File: src/rtl/hdlc_framer_pkg.sv
// Constants and state type shared by the HDLC framer and its receive-side counterpart.
// The receiver uses the same values so that a loopback pair agrees on framing.
package hdlc_framer_pkg;

  localparam logic [7:0] FLAG_PATTERN = 8'h7E;
  localparam logic [2:0] STUFF_LIMIT  = 3'd5;
  localparam logic [3:0] ABORT_LEN    = 4'd8;

  typedef enum logic [1:0] {
    FLAG  = 2'd0,
    DATA  = 2'd1,
    ABORT = 2'd2
  } state_t;

endpackage

File: src/rtl/hdlc_framer.sv
// HDLC transmit framer: bytes in over valid/ready, one line bit per clock out,
// with zero-bit stuffing, flag fill between frames and abort on underrun.
module hdlc_framer
  import hdlc_framer_pkg::*;
#(
  parameter bit LSB_FIRST = 1'b1
) (
  input  logic       clk,
  input  logic       reset,
  input  logic [7:0] din,
  input  logic       din_valid,
  input  logic       din_last,
  output logic       din_ready,
  output logic       out,
  output logic       stuff,
  output logic       flag_out,
  output logic       underrun,
  output logic       busy
);

  localparam logic [2:0] LAST_IDX   = 3'd7;
  localparam logic [2:0] ABORT_LAST = 3'(ABORT_LEN - 4'd1);

  // The *_reg values describe the bit currently on the line.
  state_t     state_reg, state_next;
  logic [2:0] idx_reg, idx_next;
  logic       stuffing_reg, stuffing_next;
  logic [2:0] ones_reg, ones_next;
  logic [7:0] byte_reg, byte_next;
  logic       last_reg, last_next;
  logic       out_reg, out_next;
  logic       flag_out_reg, flag_out_next;
  logic       underrun_reg, underrun_next;
  logic       busy_reg, busy_next;

  logic stuff_due;
  logic unit_end;
  logic take;
  logic data_bit;

  // ones_reg already counts the bit on the line, so reaching the limit means the
  // following cycle must carry the stuffed 0.
  assign stuff_due = (state_reg == DATA) && (ones_reg == STUFF_LIMIT);

  always_comb begin
    unit_end = 1'b0;
    if (!stuff_due) begin
      if (state_reg == ABORT) unit_end = (idx_reg == ABORT_LAST);
      else                    unit_end = (idx_reg == LAST_IDX);
    end
  end

  assign din_ready = unit_end &&
                     ((state_reg == FLAG) || ((state_reg == DATA) && !last_reg));
  assign take      = din_ready && din_valid;

  always_comb begin
    state_next    = state_reg;
    idx_next      = idx_reg + 3'd1;
    stuffing_next = 1'b0;
    byte_next     = byte_reg;
    last_next     = last_reg;
    underrun_next = 1'b0;

    if (stuff_due) begin
      idx_next      = idx_reg;
      stuffing_next = 1'b1;
    end else if (unit_end) begin
      idx_next = 3'd0;
      case (state_reg)
        FLAG: begin
          if (take) begin
            state_next = DATA;
            byte_next  = din;
            last_next  = din_last;
          end
        end
        DATA: begin
          if (last_reg) begin
            state_next = FLAG;
          end else if (take) begin
            byte_next = din;
            last_next = din_last;
          end else begin
            state_next    = ABORT;
            underrun_next = 1'b1;
          end
        end
        default: state_next = FLAG;
      endcase
    end

    data_bit = LSB_FIRST ? byte_next[idx_next] : byte_next[3'd7 - idx_next];

    case (state_next)
      FLAG:    out_next = FLAG_PATTERN[idx_next];
      DATA:    out_next = stuffing_next ? 1'b0 : data_bit;
      default: out_next = 1'b1;
    endcase

    // Carries across bytes of a frame; any non-data bit clears it.
    if ((state_next == DATA) && !stuffing_next && data_bit) ones_next = ones_reg + 3'd1;
    else                                                     ones_next = 3'd0;

    flag_out_next = (state_next == FLAG) && (idx_next == LAST_IDX);
    busy_next     = (state_next != FLAG);
  end

  always_ff @(posedge clk or negedge reset) begin
    if (!reset) begin
      state_reg    <= FLAG;
      idx_reg      <= 3'd0;
      stuffing_reg <= 1'b0;
      ones_reg     <= 3'd0;
      byte_reg     <= 8'd0;
      last_reg     <= 1'b0;
      out_reg      <= 1'b0;
      flag_out_reg <= 1'b0;
      underrun_reg <= 1'b0;
      busy_reg     <= 1'b0;
    end else begin
      state_reg    <= state_next;
      idx_reg      <= idx_next;
      stuffing_reg <= stuffing_next;
      ones_reg     <= ones_next;
      byte_reg     <= byte_next;
      last_reg     <= last_next;
      out_reg      <= out_next;
      flag_out_reg <= flag_out_next;
      underrun_reg <= underrun_next;
      busy_reg     <= busy_next;
    end
  end

  assign out      = out_reg;
  assign stuff    = stuffing_reg;
  assign flag_out = flag_out_reg;
  assign underrun = underrun_reg;
  assign busy     = busy_reg;

endmodule

File: config.mk
export PLATFORM = sky130hd
export DESIGN_NAME = hdlc_framer
export DESIGN_NICKNAME = d
export VERILOG_FILES = /design/src/rtl/hdlc_framer_pkg.sv /design/src/rtl/hdlc_framer.sv
export SDC_FILE = /design/constraint.sdc
export NUM_CORES = 1
export LEC_CHECK = 0
export ABC_CLOCK_PERIOD_IN_PS = 4019
export BUFFER_PORTS_ARGS = -buffer_cell sky130_fd_sc_hd__buf_2
export CAP_MARGIN = 10
export CORE_MARGIN = 4
export CORE_UTILIZATION = 42
export DETAILED_ROUTE_END_ITERATION = 10
export PLACE_DENSITY_LB_ADDON = 0.12
export SYNTH_ARGS = -nofsm -noshare
export SYNTH_HDL_FRONTEND = slang
export SYNTH_SLANG_ARGS = --single-unit
File: constraint.sdc
create_clock -name clk -period 4.02 [get_ports clk]
set_input_delay 1.005 -clock clk [delete_from_list [all_inputs] [get_ports clk]]
set_output_delay 1.005 -clock clk [all_outputs]
set_load 0.02 [all_outputs]
# ---- After elaboration in Yosys (flattened, before gate mapping)
# Memory sizes are Yosys's and may differ from the RTL's.
# Index checks and enable logic that the tools add are counted.
dict set report word_totals {
  output_inout_bits 6
  input_bits 12
  rom_bits 8
  word_cells 66
  mem_bits_rw 0
  latch_bits 0
  memories 1
  ff_bits 22
}
dict set report classes {
  magnitude_cmp 1
  n_addsub 2
  n_bitwise 1
  reduce_logical 15
  n_shift 0
  n_eq_ne 6
  mul 0
  div_mod_pow 0
  mux 30
}
# memory depth width rd rd_ports_with_merged_regs wr line
set mem_list {}
lappend mem_list {{(name not given)} 8 1 1 0 0 hdlc_framer.sv:96} ;# FLAG: out_next = FLAG_PATTERN[idx_next];
# cell n
set op_table {}
lappend op_table {{8-bit 2-to-1 mux} 4}
lappend op_table {{8-bit case mux with 2 select lines} 1}
lappend op_table {{1-bit 2-to-1 mux} 13}
lappend op_table {{2-bit 2-to-1 mux} 5}
lappend op_table {{3-bit == test (second input constant)} 3}
lappend op_table {{3-bit 2-to-1 mux} 3}
lappend op_table {{1-bit logical AND} 7}
lappend op_table {{3-bit by 1-bit adder with 3-bit output (second input constant)} 2}
lappend op_table {{2-bit by 1-bit == test with 1-bit output (second input constant)} 2}
lappend op_table {{2-bit zero test} 2}
lappend op_table {{3-bit by 4-bit less-than comparator with 1-bit output (second input constant)} 1}
lappend op_table {{1-bit case mux with 2 select lines} 2}
lappend op_table {{2-bit case mux with 2 select lines} 1}
lappend op_table {{4-bit AND reduction} 1}
lappend op_table {{2-bit nonzero test} 2}
lappend op_table {{1-bit binary-select mux with 3-bit select} 1}
lappend op_table {{1-bit zero test} 2}
lappend op_table {{2-bit != test (second input constant)} 1}
lappend op_table {{1-bit logical OR} 1}
lappend op_table {{1-bit inverter} 1}

# ---- Longest topological paths before layout
dict set report depth {
  ltp_word 14
  depth_mapped 10
  ltp_nobuf 10
}

# ---- Worst setup path before layout
# Ideal clock, no wire load.
dict set report synth_path {
  kind {input to register}
  startpoint {input port din_valid}
  endpoint {register out_reg, in the netlist out}
  t_required_ps 3894
  path_stages 6
  path_slack_ps 1565
  arrival_time_ps 2329
  cell_sequence {o211a_1 -> buf_6 -> mux2_4 -> a222oi_1 -> a21oi_1 -> a311o_1}
}
dict set report synth_via {
  elab_chain_len 10
  word_cells_on_any_way 18
}
# item line
set synth_rtl {}
lappend synth_rtl {{start, declared} hdlc_framer.sv:11} ;# input logic din_valid,
lappend synth_rtl {{1-bit logical AND (*)} hdlc_framer.sv:55} ;# assign take = din_ready && din_valid;
lappend synth_rtl {{8-bit 2-to-1 mux (*)} {hdlc_framer.sv:72, hdlc_framer.sv:81}}
lappend synth_rtl {{8-bit 2-to-1 mux} hdlc_framer.sv:79} ;# if (last_reg) begin
lappend synth_rtl {{8-bit case mux with 2 select lines (*)} hdlc_framer.sv:70} ;# case (state_reg)
lappend synth_rtl {{8-bit 2-to-1 mux (*)} hdlc_framer.sv:68} ;# end else if (unit_end) begin
lappend synth_rtl {{8-bit 2-to-1 mux (*)} hdlc_framer.sv:65} ;# if (stuff_due) begin
lappend synth_rtl {{net byte_next[2]} hdlc_framer.sv:29} ;# logic [7:0] byte_reg, byte_next;
lappend synth_rtl {{1-bit binary-select mux with 3-bit select (*)} hdlc_framer.sv:93} ;# data_bit = LSB_FIRST ? byte_next[idx_next] : byte_next[3'd7 - idx_next];
lappend synth_rtl {{1-bit 2-to-1 mux (not written as such) (*)} hdlc_framer.sv:93}
lappend synth_rtl {{1-bit 2-to-1 mux (*)} hdlc_framer.sv:97} ;# DATA: out_next = stuffing_next ? 1'b0 : data_bit;
lappend synth_rtl {{1-bit case mux with 2 select lines (*)} hdlc_framer.sv:95} ;# case (state_next)
lappend synth_rtl {{net out_next} hdlc_framer.sv:31} ;# logic out_reg, out_next;
lappend synth_rtl {{end signal, assigned} hdlc_framer.sv:128} ;# out_reg <= out_next;
lappend synth_rtl {{end, declared} hdlc_framer.sv:31}
# Mark *: on every way through the listed nets, which the timed path passes. The rest lies on a longest branch. The select of a mux whose other input is x is not followed.
# A chain may end at the register's enable or synchronous reset.

# ---- Final worst setup path
dict set report layout_path {
  startpoint {register idx_reg[1]}
  endpoint {register out_reg, in the netlist out}
}
dict set report layout_via {
  elab_chain_len 13
  word_cells_on_any_way 26
}
# item line
set layout_rtl {}
lappend layout_rtl {{start, declared} hdlc_framer.sv:26} ;# logic [2:0] idx_reg, idx_next;
lappend layout_rtl {{start signal, assigned} hdlc_framer.sv:123} ;# idx_reg <= idx_next;
lappend layout_rtl {{3-bit == test (*)} {hdlc_framer.sv:48, hdlc_framer.sv:49}}
lappend layout_rtl {{1-bit 2-to-1 mux (*)} hdlc_framer.sv:47} ;# if (!stuff_due) begin
lappend layout_rtl {{1-bit logical AND} hdlc_framer.sv:53} ;# assign din_ready = unit_end &&
lappend layout_rtl {{1-bit logical AND} hdlc_framer.sv:55}
lappend layout_rtl {{8-bit 2-to-1 mux} {hdlc_framer.sv:72, hdlc_framer.sv:81}}
lappend layout_rtl {{8-bit 2-to-1 mux} hdlc_framer.sv:79}
lappend layout_rtl {{8-bit case mux with 2 select lines} hdlc_framer.sv:70}
lappend layout_rtl {{8-bit 2-to-1 mux (*)} hdlc_framer.sv:68}
lappend layout_rtl {{8-bit 2-to-1 mux (*)} hdlc_framer.sv:65}
lappend layout_rtl {{net byte_next[6]} hdlc_framer.sv:29}
lappend layout_rtl {{1-bit binary-select mux with 3-bit select (*)} hdlc_framer.sv:93}
lappend layout_rtl {{1-bit 2-to-1 mux (not written as such) (*)} hdlc_framer.sv:93}
lappend layout_rtl {{1-bit 2-to-1 mux (*)} hdlc_framer.sv:97}
lappend layout_rtl {{1-bit case mux with 2 select lines (*)} hdlc_framer.sv:95}
lappend layout_rtl {{net out_next} hdlc_framer.sv:31}
# Marked as above.

==> results summary <==
The number of I/O port buffers came out at 17. The signal arrival time at the worst endpoint is ~3.5 ns. The total wirelength of the detailed-routed design is between 2 and 2.5 mm. From bottom edge to top edge, the die measures 60.4 um. The commonest cells after synthesis are dfrtp_1, inv_1, nor2_1. The buffers inserted during post-CTS setup optimization is 0.

The power per unit of standard cell area is 356 nW/um^2. The path class of the tightest hold or removal check is flop to flop. The flip-flop count of the largest register, all copies and words added came out at 8. The measured slew at the worst slew-check pin is approximately 0.5 ns. The clock tree buffer depth came out at 2.

The area of the die came out at ~3600 um^2. The remaining antenna violation count after routing came out at 0. The leading cell type by number of instances after synthesis is dfrtp_1. Among all stages on the critical path, the largest delay is contributed by o211a_1. The proportion of synthesized flip-flops having asynchronous set or reset is between 90% and 100%. The number of nets in the final layout is about 140. The number of setup violations in the final report came out at 0. In this design, the stage delay of the slowest critical-path cell is between 0.4 and 0.5 ns. The average wire per standard cell is around 15 um.

The die is roughly 60 um wide. The via count of the first global-routing pass came to just under 900. Setup repair after global routing left no endpoint under its margin. The number of antenna violations at the first check in global routing is 0.

The antenna diode instance count came out at 0. The worst setup path is captured at a flop. The DRC marker count from the first detailed-route iteration is 19. The clock transition at the registers of the reported paths is roughly 0.13 ns.

The number of resized instances in the post-cts repair step came out at 0. After synthesis the cells add up to about 1200 um^2. The count of unresolved DRC violations after routing came out at 0. After synthesis the netlist holds a flip-flop and latch count of 22. The worst setup path is launched from a flop. The HPWL after detailed placement is ~1.7 mm. dfrtp_1 takes more of the synthesized area than any other cell.

The total leakage power came out at 0.000675 uW. The largest net degree at the start of global routing came out at 23. The number of sinks on the clock net is 22. The first-pass GRT wire length is between 3 and 4 mm.

The number of different library cells used by synthesis comes to 35. The number of synthesized flops with an enable pin came out at 0. The total number of placement rows is 18. The count of mapped cells out of synthesis came out at 106. The flow ran to the end, and the final reports show no timing, DRC or antenna violations. The minimum hold slack is between 0.4 and 0.5 ns. The via-per-instance ratio came out at ~5.5. In this run the clock root is driven by a clkbuf_4. The max-slew violation count is 0. The share of the cycle needed by the critical path after routing is about four fifths. The biggest fanout along the worst timing path is 13. The maximum clock frequency came out at a little over 0.3 GHz.

By area the synthesized netlist is led by dfrtp_1, mux2_2, ha_1, mux2i_1, a21oi_1. The filler cells instantiated in the layout total approximately 230. The worst setup path is of the flop to flop kind.

Global routing consumed, over all layers together, between 10 and 15% of the routing resources. The worst clock skew is 0.00775 ns. From synthesis to final layout, the design area changed by 13.5%.

The area used by multi-input combinational logic came out at between 500 and 600 um^2. For this configuration, the core starts out at a cell density of between 40% and 50%. The max capacitance violation total came out at 0. The average instance area after synthesis is ~11 um^2. The critical path goes through ha_1, ha_1, nor2b_1, o211a_1, mux2_2, a222oi_1, a21oi_1, a311o_1. Measured against its own limit, the worst slew margin works out to between 60% and 70%. The total negative setup slack came out at 0 ns.

The reg-to-reg setup timing slack is 0.76 ns. The count of boundary I/O pins is 18. Summed over all layers, the global routing overflow is 0. The CTS buffer count is 3. The number of hold-repair buffers added at the cts stage came out at 0.

The synthesized net count came out at roughly 120. The layout cell share with drive strength beyond 1 is approximately 30%. The worst path required time is approximately 4.2 ns.

The proportion of synthesized chip area in sequential cells is 47.8%. The routed layout has between 800 and 900 vias. The number of warnings issued by yosys came out at 0. The worst-case IR drop observed on VDD is between 0.2 and 0.3 mV. In this design, the critical path's most frequently occurring cell is ha_1. Across the whole layout, storage elements account for between 500 and 600 um^2. CTS built an H-tree with a depth of 1. The most used flip-flop cell after synthesis is dfrtp_1.

The final critical path time including I/O delays and setup is between 3 and 4 ns. The number of hold violations in the final report came to 0. After floorplanning, the core was sized to cover around 2500 um^2. The last weighted congestion value of the routability-driven placer came out at slightly below 0.8.

The clock latency of the later-clocked register in the worst-skew pair is roughly 0.32 ns. The number of search-and-repair iterations in the first detailed-routing pass is 4. The area fraction of the dominant cell type after synthesis is ~48%. The TritonCTS clock tree is done.
[worst max-delay path: cells and delay by family (launching register included)]
family / cells / cell delay [ns]
compound gates: 4 / 1.43
fa+ha+maj: 2 / 0.55
flops: 1 / 0.44
mux: 1 / 0.40
simple gates: 1 / 0.32
[routing by layer]
| layer | GRT usage (%) | share of wire [%] |
|---|---|---|
| met1 | 16.5 | 43 |
| met2 | 25.0 | 49 |
| met3 | 2.77 | 5.8 |
| met4 | 5.70 | 1.8 |
| met5 | 0 | 0 |
[kinds of logic after synthesis]
group,Yosys count,synth area share [%]
compound gates,23,14.6
xor+xnor,1,0.761
fa+ha+maj,4,4.35
buf+inv,12,4.67
flops,22,47.8
mux,12,11.6
simple gates,32,16.2
[cell usage in the layout (no fill, tap or decap), drive strengths merged]
cell,count
dfrtp,22
buf,17
inv,9
nor2,8
a21oi,8
mux2,8
nand2,7
mux2i,4
ha,4
nor2b,3
clkbuf,3
or3,2
o21bai,2
a311o,2
o21ai,2
and3,2
nand2b,2
or3b,2
a222oi,2
a31oi,2
nand3,2
nand4b,1
and2,1
o211a,1
and4,1
nor3b,1
a31o,1
o221a,1
o22ai,1
a211o,1
xnor2,1
bufinv,1
[report_power, final]
group,total [uW],internal (uW),switching (uW)
registers,246,236,9.12
logic,47.6,22.6,25.1
clock network,172,101,71.3
total,465,360,106
[per-stage QoR]
stage               setup slack (ns)  total power (uW)  cells  cell area, um^2  util, %
floorplan                       1.56               278    106             1150        -
detailed placement             0.822               299    150             1250     49.3
finish                         0.764               465    154             1310     51.3
global route                   0.535               487    154             1310     51.3
CTS                            0.767               471    154             1310     51.3
global placement               0.972               298    150             1250     49.3
[area by class of cell]
class | instances | area share (%)
Multi-Input combinational cell | 72 | 41.9
Tap cell | 30 | 2.87
Sequential cell | 22 | 42.1
Clock inverter | 1 | 2.30
Clock buffer | 3 | 1.72
Inverter | 9 | 2.59
Timing Repair Buffer | 17 | 6.51
[path summary, 6_finish.rpt]
| check | startpoint | endpoint | cells after the start |
|---|---|---|---|
| max in group asynchronous | reset | byte_reg[1] | 1 |
| setup / recovery | idx_reg[1] | out | 8 |
| hold / removal | ones_reg[0] | ones_reg[0] | 1 |
| setup reg to reg | idx_reg[1] | out | 8 |
| hold reg to reg | ones_reg[0] | ones_reg[0] | 1 |
| min in group asynchronous | reset | ones_reg[0] | 1 |
Note: power is estimated with default switching activity, not from simulation.
